### src/rtl/bus_switch_ctrl_pkg.sv
// Shared bus configuration for the registered bus switch: default widths,
// transaction FSM encoding and small sizing helpers.
package bus_switch_ctrl_pkg;

    localparam int DEF_SLAVE_NUM = 8;
    localparam int DEF_ADDR_W    = 32;
    localparam int DEF_DATA_W    = 32;

    typedef enum logic [1:0] {
        ST_IDLE   = 2'd0,
        ST_ACCESS = 2'd1,
        ST_RESP   = 2'd2
    } bus_state_e;

    // Width of an index or counter that must hold values 0..n-1, never below 1 bit.
    function automatic int width_for(input int n);
        return (n > 1) ? $clog2(n) : 1;
    endfunction

endpackage

### src/rtl/bus_switch_ctrl_decoder.sv
// Combinational address decoder: compares the request address against every
// slave window and reports a one-hot hit (lowest index wins) or a miss.
module bus_addr_decoder
    import bus_switch_ctrl_pkg::*;
#(
    parameter int                              SLAVE_NUM  = DEF_SLAVE_NUM,
    parameter int                              ADDR_W     = DEF_ADDR_W,
    parameter logic [SLAVE_NUM*ADDR_W-1:0]     SLAVE_BASE = '0,
    parameter logic [SLAVE_NUM*ADDR_W-1:0]     SLAVE_MASK = '0
) (
    input  logic [ADDR_W-1:0]    adr_i,
    input  logic                 stb_i,
    output logic [SLAVE_NUM-1:0] hit_o,
    output logic                 miss_o
);

    logic found;

    always_comb begin
        hit_o = '0;
        found = 1'b0;
        for (int s = 0; s < SLAVE_NUM; s++) begin
            if (!found && stb_i &&
                ((adr_i & SLAVE_MASK[s*ADDR_W +: ADDR_W]) == SLAVE_BASE[s*ADDR_W +: ADDR_W])) begin
                hit_o[s] = 1'b1;
                found    = 1'b1;
            end
        end
        miss_o = stb_i && !found;
    end

endmodule

### src/rtl/bus_switch_ctrl.sv
// Registered single-master, N-slave bus switch. One transaction at a time:
// decode, select one slave until it acks or the watchdog fires, then answer.
module bus_switch_ctrl
    import bus_switch_ctrl_pkg::*;
#(
    parameter int                              SLAVE_NUM  = DEF_SLAVE_NUM,
    parameter int                              ADDR_W     = DEF_ADDR_W,
    parameter int                              DATA_W     = DEF_DATA_W,
    parameter logic [SLAVE_NUM*ADDR_W-1:0]     SLAVE_BASE = '0,
    parameter logic [SLAVE_NUM*ADDR_W-1:0]     SLAVE_MASK = '0,
    parameter int                              TIMEOUT    = 255
) (
    input  logic                        clk_i,
    input  logic                        rst_i,
    input  logic                        master_stb_i,
    input  logic                        master_we_i,
    input  logic [ADDR_W-1:0]           master_adr_i,
    input  logic [DATA_W-1:0]           master_dat_i,
    output logic [DATA_W-1:0]           master_dat_o,
    output logic                        master_ack_o,
    output logic                        master_err_o,
    output logic                        err_sticky_o,
    output logic [SLAVE_NUM-1:0]        slave_cs_o,
    output logic                        slave_we_o,
    output logic [ADDR_W-1:0]           slave_adr_o,
    output logic [DATA_W-1:0]           slave_dat_o,
    input  logic [SLAVE_NUM*DATA_W-1:0] slave_dat_i,
    input  logic [SLAVE_NUM-1:0]        slave_ack_i,
    output logic [1:0]                  dbg_state_o
);

    // Handshake: the master holds stb (with we/adr/dat stable) until it sees
    // ack; ack and err are one-cycle pulses. A slave is selected by its cs bit
    // and completes by raising its ack while selected; any other ack is ignored.

    localparam int IDX_W = width_for(SLAVE_NUM);
    localparam int CNT_W = (TIMEOUT > 0) ? $clog2(TIMEOUT + 1) : 1;
    localparam logic [CNT_W-1:0] CNT_LAST = CNT_W'((TIMEOUT > 0) ? TIMEOUT - 1 : 0);
    localparam logic [CNT_W-1:0] CNT_MAX  = '1;

    bus_state_e          state_q, state_d;
    logic [IDX_W-1:0]    idx_q, idx_d;
    logic                we_q, we_d;
    logic [ADDR_W-1:0]   adr_q, adr_d;
    logic [DATA_W-1:0]   wdat_q, wdat_d;
    logic [DATA_W-1:0]   rdata_q, rdata_d;
    logic                err_q, err_d;
    logic                sticky_q, sticky_d;
    logic [CNT_W-1:0]    cnt_q, cnt_d;

    logic [SLAVE_NUM-1:0] hit;
    logic                 miss;
    logic [IDX_W-1:0]     hit_idx;
    logic                 sel_ack;
    logic [DATA_W-1:0]    sel_dat;
    logic                 timeout_hit;

    bus_addr_decoder #(
        .SLAVE_NUM  (SLAVE_NUM),
        .ADDR_W     (ADDR_W),
        .SLAVE_BASE (SLAVE_BASE),
        .SLAVE_MASK (SLAVE_MASK)
    ) u_decoder (
        .adr_i  (master_adr_i),
        .stb_i  (master_stb_i),
        .hit_o  (hit),
        .miss_o (miss)
    );

    always_comb begin
        hit_idx = '0;
        for (int s = 0; s < SLAVE_NUM; s++) begin
            if (hit[s]) begin
                hit_idx = IDX_W'(s);
            end
        end
    end

    assign sel_ack     = slave_ack_i[idx_q];
    assign sel_dat     = slave_dat_i[idx_q*DATA_W +: DATA_W];
    assign timeout_hit = (TIMEOUT != 0) && (cnt_q == CNT_LAST);

    always_ff @(posedge clk_i or negedge rst_i) begin
        if (!rst_i) begin
            state_q  <= ST_IDLE;
            idx_q    <= '0;
            we_q     <= 1'b0;
            adr_q    <= '0;
            wdat_q   <= '0;
            rdata_q  <= '0;
            err_q    <= 1'b0;
            sticky_q <= 1'b0;
            cnt_q    <= '0;
        end else begin
            state_q  <= state_d;
            idx_q    <= idx_d;
            we_q     <= we_d;
            adr_q    <= adr_d;
            wdat_q   <= wdat_d;
            rdata_q  <= rdata_d;
            err_q    <= err_d;
            sticky_q <= sticky_d;
            cnt_q    <= cnt_d;
        end
    end

    always_comb begin
        state_d  = state_q;
        idx_d    = idx_q;
        we_d     = we_q;
        adr_d    = adr_q;
        wdat_d   = wdat_q;
        rdata_d  = rdata_q;
        err_d    = err_q;
        sticky_d = sticky_q;
        cnt_d    = cnt_q;
        case (state_q)
            ST_IDLE: begin
                if (master_stb_i && !miss) begin
                    state_d = ST_ACCESS;
                    idx_d   = hit_idx;
                    we_d    = master_we_i;
                    adr_d   = master_adr_i;
                    wdat_d  = master_dat_i;
                    cnt_d   = '0;
                    err_d   = 1'b0;
                end else if (miss) begin
                    state_d  = ST_RESP;
                    err_d    = 1'b1;
                    rdata_d  = '0;
                    sticky_d = 1'b1;
                end
            end
            ST_ACCESS: begin
                // A real ack outranks a watchdog expiry in the same cycle.
                if (sel_ack) begin
                    state_d = ST_RESP;
                    err_d   = 1'b0;
                    rdata_d = we_q ? '0 : sel_dat;
                end else if (timeout_hit) begin
                    state_d  = ST_RESP;
                    err_d    = 1'b1;
                    rdata_d  = '0;
                    sticky_d = 1'b1;
                end else if (cnt_q != CNT_MAX) begin
                    cnt_d = cnt_q + 1'b1;
                end
            end
            ST_RESP: begin
                state_d = ST_IDLE;
            end
            default: begin
                state_d = ST_IDLE;
            end
        endcase
    end

    always_comb begin
        slave_cs_o   = '0;
        master_ack_o = (state_q == ST_RESP);
        master_err_o = (state_q == ST_RESP) && err_q;
        if (state_q == ST_ACCESS) begin
            slave_cs_o[idx_q] = 1'b1;
        end
        master_dat_o = rdata_q;
        err_sticky_o = sticky_q;
        slave_we_o   = we_q;
        slave_adr_o  = adr_q;
        slave_dat_o  = wdat_q;
        dbg_state_o  = state_q;
    end

endmodule

### config.mk
export PLATFORM = sky130hd
export DESIGN_NAME = bus_switch_ctrl
export DESIGN_NICKNAME = d
export VERILOG_FILES = /design/src/rtl/bus_switch_ctrl_pkg.sv /design/src/rtl/bus_switch_ctrl_decoder.sv /design/src/rtl/bus_switch_ctrl.sv
export SDC_FILE = /design/constraint.sdc
export NUM_CORES = 1
export LEC_CHECK = 0
export ABC_AREA = 1
export CAP_MARGIN = 20
export CORE_AREA = 2 2 173 175
export CTS_CLUSTER_DIAMETER = 50
export DETAILED_ROUTE_END_ITERATION = 7
export DIE_AREA = 0 0 175 177
export GPL_TIMING_DRIVEN = 0
export SLEW_MARGIN = 10
export SYNTH_ARGS = -nofsm -noshare
export SYNTH_HDL_FRONTEND = slang
export SYNTH_SLANG_ARGS = --single-unit
### constraint.sdc
create_clock -name clk_i -period 1.7 [get_ports clk_i]
set_input_delay 0.17 -clock clk_i [delete_from_list [all_inputs] [get_ports clk_i]]
set_output_delay 0.17 -clock clk_i [all_outputs]
set_load 0.005 [all_outputs]
== Word level (Yosys, flattened, before mapping) ==
Index checks and enable logic that the tools add are counted.

* Shifts and indexed selects: 1
* Reductions and logical operators: 28
* Muxes and demuxes: 51
* Add/sub/neg operators: 1
* Order comparisons: 2
* Equal/unequal tests: 13

{| class="wikitable"
|+ Operators with widths
! kind !! count
|-
| 256-bit by 9-bit variable part select with 32-bit output || 1
|-
| 32-bit 2-to-1 mux || 5
|-
| 32-bit case mux with 2 select lines || 1
|-
| 8-bit 2-to-1 mux || 5
|-
| 1-bit 2-to-1 mux || 24
|-
| 8-bit case mux with 2 select lines || 1
|-
| 2-bit != test (second input constant) || 7
|-
| 2-bit 2-to-1 mux || 6
|-
| 3-bit 2-to-1 mux || 4
|-
| 1-bit logical AND || 11
|-
| 5-bit AND reduction || 2
|-
| 1-bit zero test || 9
|-
| 8-bit by 1-bit adder with 8-bit output (second input constant) || 1
|-
| 8-bit equality test (second input constant) || 1
|-
| 8-bit != test (second input constant) || 1
|-
| 3-bit != test (second input constant) || 2
|-
| 3-bit by 4-bit < comparator with 1-bit output (second input constant) || 1
|-
| 1-bit case mux with 2 select lines || 2
|-
| 2-bit case mux with 2 select lines || 1
|-
| 2-bit AND reduction || 2
|-
| 4-bit AND reduction || 1
|-
| 1-bit binary-select mux with 3-bit select || 1
|-
| 1-bit demux with 3-bit select || 1
|-
| 3-bit by 1-bit >= comparator with 1-bit output (second input constant) || 1
|-
| 5 further kinds || 5
|}

* Word-level logic and storage cells: 105
* Input port bits: 332
* Flip-flop bits (word level): 112
* Output and inout port bits: 110

== Longest topological paths before layout ==
Gate-level depths: netlist of the first run.

* Word-level depth: 28
* Gate-level depth with buffers: 9
* Depth with buffers taken out: 8

== By module ==
From an unflattened synthesis of the first run, not the netlist that was laid out.

* Cell total of the unflattened synthesis: 1041
* Area, all modules: 7068.0 µm²

{| class="wikitable"
|+ Modules (own cells, without submodules)
! module !! cells an instance !! area each (µm²) !! instances !! seq. area each (µm²)
|-
| bus_switch_ctrl || 1031 || 6996.7 || 1 || 2802.7
|-
| bus_addr_decoder || 10 || 71.3 || 1 || 0.0
|}

== Least setup slack after synthesis of the first run ==
Ideal clock, no wire load.

* Path kind: reg-to-reg
* From: register cnt_q[0]
* To: register rdata_q[10] (netlist: master_dat_o[10])
* Path slack: 0.391 ns
* Stages on the path, launching flop included: 9
* Library setup time: 0.133 ns
* Arrival: 1.176 ns
* Buffers on the path: 1
* Cells stage by stage: dfrtp_1 -> inv_1 -> ha_1 -> nand3_1 -> clkinv_1 -> nand3_2 -> buf_2 -> nand3_1 -> o21ai_0

* Longest elaborated chain between the ends: 3

{| class="wikitable"
|+ RTL lines
! element !! line !! RTL
|-
| from (decl) || bus_switch_ctrl.sv:49 || <nowiki>logic [CNT_W-1:0] cnt_q, cnt_d;</nowiki>
|-
| from (signal assigned) || bus_switch_ctrl.sv:103 || <nowiki>cnt_q <= cnt_d;</nowiki>
|-
| 8-bit equality test || bus_switch_ctrl.sv:81 || <nowiki>assign timeout_hit = (TIMEOUT != 0) && (cnt_q == CNT_LAST);</nowiki>
|-
| 3-bit != test (no line) || n/a ||
|-
| 4-bit AND reduction (no line) || n/a ||
|-
| to (signal assigned) || bus_switch_ctrl.sv:100 || <nowiki>rdata_q <= rdata_d;</nowiki>
|-
| to (decl) || bus_switch_ctrl.sv:46 || <nowiki>logic [DATA_W-1:0] rdata_q, rdata_d;</nowiki>
|}

No other way between the ends.
A chain may end at the register's enable or synchronous reset.

== Worst setup path after layout of the first run ==
* From: register state_q[1] (netlist: dbg_state_o[1])
* To: output port master_ack_o

* Longest elaborated chain between the ends: 1

{| class="wikitable"
|+ RTL lines
! element !! line !! RTL
|-
| from (decl) || bus_switch_ctrl.sv:41 || <nowiki>bus_state_e state_q, state_d;</nowiki>
|-
| from (signal assigned) || bus_switch_ctrl.sv:95 || <nowiki>state_q <= state_d;</nowiki>
|-
| 2-bit equality test || bus_switch_ctrl.sv:160 || <nowiki>master_ack_o = (state_q == ST_RESP);</nowiki>
|-
| to (decl) || bus_switch_ctrl.sv:20 || <nowiki>output logic master_ack_o,</nowiki>
|}

No other way between the ends.

==> results.toml, run 1 <==
[floorplan]
die_h_um = 177
ios = 442
num_rows = 63
die_w_um = 175
core_mm2 = 0.0292
start_util_pct = 15.4
dieArea_mm2 = 0.0310

[sta]
rsz0062_at_grt = "false"
hold_violations = 0
drv_slew = 0
setup_viol = 0
period_share_pct = 97.5
fmax_mhz = 603
clock_skew_ps = 16.8
whs_ps = 256
setup_slack_ps = 42.4
period_needed_ps = 1660

[setup_path]
worst_ep_required_time_ps = 1530
cp_max_fo = 3
rr_worst_depth = 7
worst-r2r-setup-slack_ps = 120
crit_type = "register to output pin"
startpoint = "dbg_state_o[1]"
crit_arrival_ps = 1490
cp-end-kind = "output pin"
rr_startpoint = "dbg_state_o[0]"
reg2reg_to = "master_dat_o[26]"
start_kind = "register"

[grt]
grt_first_pass_wirelength_mm = 25.9
antenna_found_initial = 1
grt_overflow = 0
grt_pass1_vias = 4156
grtUsageTotal_pct = 11.5
grt_max_degree = 82

[synthesis]
ys_seq_area_share_pct = 60.6
yosys-top-cells-area = "dfrtp_1 (61%), nand2_1 (19%), nand3_1 (4.9%)"
netlist_area_mm2 = 0.00450
synth_most_common_cell = "nand2_1"
yosys_warnings = 0
synth.distinct_cells = 23
syn_avg_cell_area_um2 = 8.73
synth_top_area_share_pct = 60.6
synthCells = 516
synth_area_leader_cell = "dfrtp_1"
ys_async_sr_fraction_pct = 100
synth_edf_count = 0
synth_common_cells = "nand2_1 (223), dfrtp_1 (109), nand3_1 (44), inv_1 (41), o21ai_1 (27)"
ys_seq_elements = 109
synth-main-ff-cell = "dfrtp_1"

[routing]
drtIter0Drc = 162
vias = 4117
totalWireLength_mm = 17.7
ant_nets = 0
viasPerCell = 3.61
drc = 0
drt_first_pass_iters = 4
wl_per_cell_um = 15.5

[clock_tree]
cts_max_path_buffers = 2
clock-sinks = 109
cts_made_buffers = 9
cts_root_buffer = "clkbuf_16"
htreeDepth = 3
worstSkewPairLatency_ps = 360
cts_tree = "yes"
cts.clk_slew.worst_paths_ps = 70

[finish]
fill_cells = 3158
syn2layout_area_growth_pct = 65.1
multi_input_area_mm2 = 0.00145
nets = 1077
stdcell_count = 1140
final_core_util_pct = 25.4
regArea_mm2 = 0.00273
drive_gt1_share_pct = 8.56

[power]
powerDensity_mw_per_mm2 = 1450
finalPower_mw = 10.8
vdd_ir_drop_max_v = 0.000575
p_leak_nw = 3.49

[flow_run]
drv_cap = 0

[placement]
pre_cts_ws_ps = 26.1
port_buffers = 203
dp.cells = 1116
dpl.hpwl_mm = 13.5
gp_congestion = 0.793

[hold_path]
min_path_type = "input pin to asynchronous set/reset pin"

[outcome]
status = "finished clean"
## per-stage QoR
step / setup TNS, ps / instance area (um2)
floorplan: 0 / 4530
global placement: -453150 / 7050
detailed placement: 0 / 7070
CTS: 0 / 7400
global route: 0 / 7430
finish: 0 / 7430
## cells by family after synthesis
family | synth area share (%)
AND/OR/NAND/NOR | 25.5
flip-flops | 60.6
buffers and inverters | 8.11
AO/OA/AOI/OAI | 4.95
adder cells (fa/ha/maj) | 0.556
XOR/XNOR | 0.195
other | 0.0833
## power breakdown
group / switching [mW] / internal, mW
registers: 0.635 / 3.61
clock network: 1.00 / 1.00
logic: 1.96 / 2.54
## worst max-delay path, cell delays in order, from the launching register on
cell             delay (ps)
dfrtp_2                 430
inv_2                    60
nor2_2                  130
clkdlybuf4s50_1         520
## worst max path at each step
stage | endpoint | slack, ps
3_5_place_dp | slave_dat_o[22] | 30
2_1_floorplan | master_dat_o[10] | 390
5_1_grt | master_dat_o[10] | 0.1
6_report | master_ack_o | 40
3_3_place_gp | master_dat_o[5] | -4180
4_1_cts | master_ack_o | 30
## cells in the final DEF, fill, tap and decap left out, types with 2 or more instances in the layout
cell	count
buf_6	4
clkbuf_1	4
inv_1	41
clkdlybuf4s50_1	200
conb_1	7
clkbuf_16	9
o21ai_0	16
dlygate4sd2_1	2
nand3_1	44
buf_2	10
ha_1	2
nand3_2	2
dfrtp_1	108
nor2_1	6
inv_2	3
nor2_2	2
buf_4	18
nand2_2	2
nand2_1	222
o21ai_1	27
clkinvlp_4	2
clkbuf_4	3
diode_2	2
clkinv_4	2
## cell type report
cell class,count,share of cell area [%]
Buffer,32,2.91
Antenna cell,2,0.0673
Multi-Input combinational cell,336,19.5
Timing Repair Buffer,210,28.3
Clock inverter,5,0.505
Tap cell,390,6.56
Clock buffer,11,3.13
Sequential cell,109,36.7
Inverter,45,2.27
## sequential cells by signal (all words and copies together), names as in the netlist
register and count:
cnt_q 8, dbg_state_o 2, err_q 1, err_sticky_o 1
master_dat_o 32, slave_adr_o 32, slave_dat_o 32, slave_we_o 1
## routing by layer
metal / share of wire (%) / routed length (um) / GRT usage [%] / up-vias
met4: 0.92 / 163 / 2.40 / 0
met3: 15 / 2600 / 7.43 / 12
met2: 40 / 7080 / 15.8 / 162
met5: 0 / 0 / 0 / -
met1: 44 / 7850 / 15.0 / 1910
li1: - / - / - / 2033
## timing repair
action / 4_1_cts / 5_1_grt
endpoints found under the hold margin: 28 / 0
pin swaps: 1 / 0
setup buffers: 5 / 0
cloned: 0 / 0
hold buffers: 1 / 0
endpoints found under the setup margin: 3 / 20
resized for setup: 7 / 11
(Power assumes the default switching activity.)
==> run 2: changes to the inputs <==
--- a/config.mk
+++ b/config.mk
@@ -12,6 +12,7 @@
 export DETAILED_ROUTE_END_ITERATION = 7
 export DIE_AREA = 0 0 175 177
 export GPL_TIMING_DRIVEN = 0
+export REMOVE_ABC_BUFFERS = 1
 export SLEW_MARGIN = 10
 export SYNTH_ARGS = -nofsm -noshare
 export SYNTH_HDL_FRONTEND = slang
==> run 2 against run 1 <==
- final area hardly changed
- global-route usage is 2.0 points lower
- die area stayed put
- critical endpoint is now master_dat_o[1]
==> results.toml, run 2 (synthesized netlist as in run 1, its figures left out) <==
[setup_path]
rr_startpoint = "cnt_q[0]"
cp_max_fo = 8
max_stage_delay_ps = 380
path_buf_inv = 3
worst_ep_required_time_ps = 1990
start_kind = "register"
crit_path_cell_trace = "inv_1, ha_1, nand3_2, clkinvlp_4, nand3_4, buf_4, nand3_1, o21ai_1"
crit_arrival_ps = 1870
rr_worst_depth = 8
cpMaxStageDelayCell = "dfrtp_1"
path_delay_family = "buffers and inverters"
reg2reg_to = "master_dat_o[1]"
cp-end-kind = "register"
crit_type = "register to register"
worst-r2r-setup-slack_ps = 120

[placement]
gp_congestion = 0.694
port_buffers = 203
placed_cell_area_mm2 = 0.00694
dpl.hpwl_mm = 9.82
pre_cts_ws_ps = -352

[flow_run]
drv_cap = 0

[clock_tree]
clock-sinks = 109
htreeDepth = 3
cts_made_buffers = 9
cts_max_path_buffers = 2
worstSkewPairLatency_ps = 360
cts.clk_slew.worst_paths_ps = 90
cts_tree = "yes"
cts_root_buffer = "clkbuf_16"

[power]
powerDensity_mw_per_mm2 = 1430
p_leak_nw = 3.44
vdd_ir_drop_max_v = 0.000437
finalPower_mw = 10.6

[grt]
grtUsageMet2_pct = 15.5
grt_pass1_vias = 3985
grt_first_pass_wirelength_mm = 22.8
grt_max_degree = 64
use_met3_pct = 2.96
antenna_found_initial = 1
top_usage_layer = "met2"
grtUsageTotal_pct = 9.51
grt_overflow = 0
met1_usage_pct = 12.1

[sta]
hold_violations = 0
max_slew_margin_pct = 62.4
period_share_pct = 92.9
whs_ps = 304
setup_slack_ps = 120
setup_viol = 0
drv_slew = 0
period_needed_ps = 1580
worst_pin_slew_ps = 564
rsz0062_at_grt = "false"
fmax_mhz = 633
clock_skew_ps = 16.8

[finish]
fill_cells = 3120
final_common_cell = "nand2_1"
final_core_util_pct = 25.4
final_area_mm2 = 0.00743
drive_gt1_share_pct = 6.34
nets = 1055
syn2layout_area_growth_pct = 65.0
final_cell_mix = "nand2_1 (222), clkdlybuf4s50_1 (199), dfrtp_1 (108)"

[routing]
drc = 0
viasPerCell = 3.61
totalWireLength_mm = 14.9
drt_first_pass_iters = 4
vias = 4034
wl_per_cell_um = 13.4
ant_nets = 0
drtIter0Drc = 164

[floorplan]
num_rows = 63
ios = 442
die_h_um = 177
die_w_um = 175
start_util_pct = 15.4
dieArea_mm2 = 0.0310
core_mm2 = 0.0292

[outcome]
status = "finished clean"

[hold_path]
min_path_type = "input pin to asynchronous set/reset pin"
-- run 2: changes by cell type in the layout (fill, tap and decap cells not counted), moves of 3 or more --
cell	previous run	this run
buf_4	18	7
buf_2	10	0
nand3_4	1	6
clkbuf_1	4	0
clkbuf_4	3	0
-- run 2: worst max path at each step --
stage,from,end,slack [ps],cells past startpoint
after detailed placement,dbg_state_o[1],master_dat_o[3],-350,4
final,cnt_q[0],master_dat_o[1],120,8
after CTS,cnt_q[0],master_dat_o[14],10,7
after global placement,rst_i,master_dat_o[17],-4230,1
after floorplan,dbg_state_o[1],slave_we_o,-650,4
after global routing,dbg_state_o[0],cnt_q[7],7,9
-- run 2: layout make-up --
cell class              instances  area, um2  share of cell area, %
repair buffers                216       2200                   29.6
flip-flops and latches        109       2730                   36.7
well taps                     390        488                   6.57
diodes                          1       2.50                 0.0337
inverters                      45        175                   2.36
multi-input cells             340       1540                   20.7
clock buffers                  11        253                   3.40
clock inverters                 5       42.5                  0.572
-- run 2: metal layers --
metal  wire (um)  vias up
li1            -     2004
met1        6740     1913
met2        7070      108
met3         946        9
met4         163        0
met5           0        -
-- run 2: metrics by stage --
| step | setup TNS, ps | std cells |
|---|---|---|
| after CTS | 0 | 1110 |
| after floorplan | -40610 | 490 |
| final | 0 | 1117 |
| after detailed placement | -16010 | 1086 |
| after global routing | 0 | 1116 |
| after global placement | -621940 | 1083 |
-- run 2: worst reg2reg max path, stage by stage (launching register included) --
cell and delay, ps:
dfrtp_1 380, inv_1 90, ha_1 210, nand3_2 100, clkinvlp_4 240, nand3_4 160, buf_4 180, nand3_1 80
o21ai_1 90
-- run 2: timing repair --
item,in CTS,in global routing
endpoints found under the hold margin,52,0
buffers inserted,5,4
setup endpoints to repair,69,43
hold buffers,1,0
resized for setup,7,10
gates cloned,2,2
pin swaps,2,2
-- run 2: where the power goes --
group | internal (mW) | switching [mW]
registers | 3.61 | 0.563
clock network | 1.09 | 1.06
logic | 2.50 | 1.76
